## src/rtl/baud_tick_gen.sv

```systemverilog
// baud_tick_gen: programmable oversampling baud tick generator (tick every D clocks, bit_tick every OVERSAMPLE ticks); `BAUD_FRAC_EN adds fractional divisor (div_frac_in); ports clk, rst, enable, div_wr, div_in, sync -> tick, bit_tick
module baud_tick_gen #(
  parameter int FREQUENCY   = 100000000,
  parameter int BAUD_RATE   = 9600,
  parameter int OVERSAMPLE  = 16,
  parameter int DIV_WIDTH   = 16,
`ifdef BAUD_FRAC_EN
  parameter int FRAC_BITS   = 4,
`endif
  parameter int DEFAULT_DIV = FREQUENCY / (BAUD_RATE * OVERSAMPLE)
) (
  input  logic                 clk,
  input  logic                 rst,
  input  logic                 enable,
  input  logic                 div_wr,
  input  logic [DIV_WIDTH-1:0] div_in,
`ifdef BAUD_FRAC_EN
  input  logic [FRAC_BITS-1:0] div_frac_in,
`endif
  input  logic                 sync,
  output logic                 tick,
  output logic                 bit_tick
);
  localparam int SW = $clog2(OVERSAMPLE);
`ifdef BAUD_FRAC_EN
  localparam int CW = DIV_WIDTH + 1;
`else
  localparam int CW = DIV_WIDTH;
`endif
  localparam logic [SW-1:0] SUB_MAX  = SW'(OVERSAMPLE - 1);
  localparam logic [SW-1:0] SUB_HALF = SW'(OVERSAMPLE / 2);
  if (DEFAULT_DIV < 2 || (DEFAULT_DIV >> DIV_WIDTH) != 0) begin : g_bad_div
    $error("baud_tick_gen: DEFAULT_DIV out of range");
  end
  if (OVERSAMPLE < 2 || (OVERSAMPLE & (OVERSAMPLE - 1)) != 0) begin : g_bad_os
    $error("baud_tick_gen: OVERSAMPLE must be a power of two >= 2");
  end
  logic [DIV_WIDTH-1:0] div_q, div_d;
  logic [CW-1:0]        cnt_q, cnt_d, last;
  logic [SW-1:0]        sub_q, sub_d;
  logic                 tick_q, tick_d, bit_tick_q, bit_tick_d, term, ext;
`ifdef BAUD_FRAC_EN
  logic [FRAC_BITS-1:0] frac_q, frac_d, acc_q, acc_d;
  logic                 carry_q, carry_d;
  assign ext = carry_q;
`else
  assign ext = 1'b0;
`endif
  // a latched carry stretches the current period by one clock
  assign last = CW'(div_q) - CW'(1) + CW'(ext);
  assign term = cnt_q == last;
  always_comb begin
    div_d      = div_q;
    cnt_d      = cnt_q;
    sub_d      = sub_q;
    tick_d     = 1'b0;
    bit_tick_d = 1'b0;
    if (div_wr) begin
      div_d = (div_in < DIV_WIDTH'(2)) ? DIV_WIDTH'(2) : div_in;
      cnt_d = '0;
      sub_d = '0;
    end else if (sync) begin
      cnt_d = '0;
      sub_d = SUB_HALF;
    end else if (enable) begin
      cnt_d      = term ? '0 : cnt_q + CW'(1);
      tick_d     = term;
      sub_d      = term ? ((sub_q == SUB_MAX) ? '0 : sub_q + SW'(1)) : sub_q;
      bit_tick_d = term && (sub_q == SUB_MAX);
    end
  end
`ifdef BAUD_FRAC_EN
  always_comb begin
    frac_d  = div_wr ? div_frac_in : frac_q;
    acc_d   = acc_q;
    carry_d = carry_q;
    if (div_wr) begin
      acc_d   = '0;
      carry_d = 1'b0;
    end else if (!sync && enable && term) begin
      {carry_d, acc_d} = (FRAC_BITS + 1)'(acc_q) + (FRAC_BITS + 1)'(frac_q);
    end
  end
  always_ff @(posedge clk) begin
    if (rst) begin
      frac_q  <= '0;
      acc_q   <= '0;
      carry_q <= 1'b0;
    end else begin
      frac_q  <= frac_d;
      acc_q   <= acc_d;
      carry_q <= carry_d;
    end
  end
`endif
  always_ff @(posedge clk) begin
    if (rst) begin
      div_q      <= DIV_WIDTH'(DEFAULT_DIV);
      cnt_q      <= '0;
      sub_q      <= '0;
      tick_q     <= 1'b0;
      bit_tick_q <= 1'b0;
    end else begin
      div_q      <= div_d;
      cnt_q      <= cnt_d;
      sub_q      <= sub_d;
      tick_q     <= tick_d;
      bit_tick_q <= bit_tick_d;
    end
  end
  assign tick     = tick_q;
  assign bit_tick = bit_tick_q;
endmodule

```

## config.mk

```make
export PLATFORM = sky130hd
export DESIGN_NAME = baud_tick_gen
export DESIGN_NICKNAME = d
export VERILOG_FILES = /design/src/rtl/baud_tick_gen.sv
export SDC_FILE = /design/constraint.sdc
export NUM_CORES = 1
export LEC_CHECK = 0
export CAP_MARGIN = 20
export CORE_ASPECT_RATIO = 0.7
export CORE_MARGIN = 10
export CORE_UTILIZATION = 40
export DETAILED_ROUTE_END_ITERATION = 10
export DONT_BUFFER_PORTS = 1
export SYNTH_ARGS = -nofsm -noshare
export SYNTH_HDL_FRONTEND = slang
export SYNTH_SLANG_ARGS = --single-unit
```

## constraint.sdc

```tcl
create_clock -name clk -period 8.4 [get_ports clk]
set_input_delay 2.1 -clock clk [delete_from_list [all_inputs] [get_ports clk]]
set_output_delay 2.1 -clock clk [all_outputs]
set_load 0.01 [all_outputs]
```

==> impl_metrics.ini <==
[layout]
antenna_cells = 0
final_util = 0.4366
drive_above_1_share = 0.04400
num-fill-cells = 551
nNetsFinal = 274
area_growth_pct = 5.491
stdcell_count = 322
seqCellArea_um2 = 760.7
multi_input_area_mm2 = 0.001334

[critical_path]
critical_path_class = reg -> reg
required_ns = 8.55
cp.arrival_ns = 3.45
cp-start-kind = flop
critPathMaxStageDelay_ns = 0.65
cpMaxStageDelayCell = or4b_1
crit_path_end_kind = flop
crit_fanout = 13
path_cells = inv_1 -> ha_1 -> or4b_1 -> nor2_4 -> xnor2_1 -> or4_4 -> nor4_4 -> or2_1 -> nor2_1

[place]
dp.cells = 315
gp_congestion = 0.8607
dp_hpwl_um = 3879
portBuffers = 0

[drt]
wl_um = 4958
firstDrtPassIters = 4
drc = 0
wire_per_inst_um = 15.40
drtAntennaViolNets = 0
m1WireLength_um = 2672
vias = 1773
top_layer_used = met4
drt_iter0_markers = 124
wl_met2_um = 1729
viasPerCell = 5.506
dr_wl_met3_um = 534

[grt]
antenna_found_initial = 0
grt_max_degree = 22
grt.total_usage = 0.1143
overflow = 0
grt_pass1_wl_um = 8107
grt_pass1_vias = 1560

[timing]
post-route-period-util = 0.3929
period_needed_ns = 3.300
drv_slew = 0
grt_setup_unrepaired = false
final.setup.tns_ns = 0
maxSlewHeadroom = 0.5403
worstMarginPinSlew_ns = 0.6833
fmax_mhz = 303.0
setup_viol = 0
clock_skew_ns = 0.003147
hold_viol_final = 0

[synthesis]
yosysSeqAreaShare = 0.3514
yosysUniqueCellTypes = 48
synthFlopType = dfxtp_1
yosysWarnings = 0
synthesis.instances = 254
yosys.area.top_type_share = 0.3514
async_flop_share = 0
synth_area_leaders = dfxtp_1, xnor2_1, nor2_1, xor2_1, mux2i_1
syn-num-nets = 278
ys_seq_elements = 38
yosys.area.top_type = dfxtp_1
netlist_top_cells_count = dfxtp_1, nor2_1, nand2_1, xnor2_1, xor2_1
synth_edf_count = 0
yosysMostFrequentCell = dfxtp_1
syn_area_per_cell_um2 = 8.522
synth_area_mm2 = 0.002165

[power]
ir_drop_mv = 0.08733
p_per_area_mw_per_mm2 = 148.3
p_leak_uw = 0.0008022

[floorplanning]
die_h_um = 81.55
rows = 22
start_util = 0.4139
die_area_mm2 = 0.008801
die_w_um = 107.9
core_area_mm2 = 0.005230
ios = 23

[min_path]
hold_class = reg -> reg

[cts]
clock_path_buffers = 2
path_clk_slew_ns = 0.07
cts_root_buf = clkbuf_8
clkLatencyLatePin_ns = 0.28
cts_hold_buffers = 0
cts.sinks = 38
numCtsBuffers = 5
cts_resized = 0
cts_setup_buffers = 0
cts_tree = yes
htreeDepth = 2

[flow_run]
maxCapViolCount = 0

[status]
status = complete, no violations
[power breakdown]
group          internal, uW  total [uW]  switching [uW]
Combinational          15.1        30.0            14.9
Clock                  57.1         115            57.6
Sequential              185         194            8.62
Total                   257         339            81.2
[final cells by class]
class                      instances  area share
clock buffer                       7     0.03342
inverter                           6    0.009863
multi-input combinational        199      0.5841
sequential                        38      0.3332
tap                               72     0.03945
[worst max-delay path, delay by kind of cell, from the launching register on]
| family | cells | cell delay (ns) |
|---|---|---|
| XOR/XNOR | 1 | 0.08 |
| adder cells (fa/ha/maj) | 1 | 0.27 |
| flip-flops | 1 | 0.37 |
| AND/OR/NAND/NOR | 6 | 2.35 |
| buffers and inverters | 1 | 0.10 |
[kinds of logic (layout without fill, tap and decap cells)]
group	count (synthesis)	in the layout	synth area share
simple gates	117	117	0.2873
flops	38	38	0.3514
compound gates	33	33	0.1116
xor+xnor	33	33	0.1399
buf+inv	17	13	0.03237
mux	13	13	0.06011
fa+ha+maj	3	3	0.01734
[flip-flops by register name, summed over array words and instances, names as in the netlist]
| signal | count |
|---|---|
| bit_tick | 1 |
| div_q | 16 |
| tick | 1 |
| sub_q | 4 |
| cnt_q | 16 |
[cell usage in the layout, fill, tap and decap left out, types with 2 or more instances in the layout]
cell       n
nor2b_1    3
nor2_1    36
nor3_1     6
ha_1       3
nand3_1   10
nand2_1   20
o211ai_1   4
dfxtp_1   38
nand4_1    5
a21oi_1    7
or2_1      2
o211a_1    2
nand4b_1   3
mux2i_1   13
and3_1     5
nand3b_1   3
clkbuf_8   5
or4_1      4
o21ai_0    5
clkbuf_1   2
xor2_1    15
o22ai_1    2
xnor2_1   17
nor4_1     7
inv_1      6
nor4b_1    2
or3_1      6
[through the flow]
step | hold slack, ns | area (um2) | power [uW] | setup slack, ns
3_5_place_dp | 0.5258 | 2207 | 227.5 | 5.075
6_report | 0.5317 | 2283 | 338.6 | 5.100
5_1_grt | 0.5819 | 2283 | 357.1 | 4.914
4_1_cts | 0.5355 | 2283 | 343.9 | 5.058
3_3_place_gp | 0.5160 | 2207 | 227.7 | 5.087
2_1_floorplan | 0.4705 | 2165 | 223.1 | 5.175
[routing by layer]
layer | track usage | vias to the layer above
li1 | - | 900
met1 | 0.1788 | 804
met2 | 0.1378 | 67
met3 | 0.04457 | 2
met4 | 0.01995 | 0
met5 | 0 | -
[worst paths after layout]
kind | slack [ns] | endpoint | cells past startpoint | from
min reg2reg | 0.53 | cnt_q[1] | 2 | cnt_q[1]
max | 5.10 | cnt_q[8] | 9 | div_q[0]
min | 0.53 | cnt_q[1] | 2 | cnt_q[1]
max reg2reg | 5.10 | cnt_q[8] | 9 | div_q[0]
Note: power is estimated with default switching activity, not from simulation.
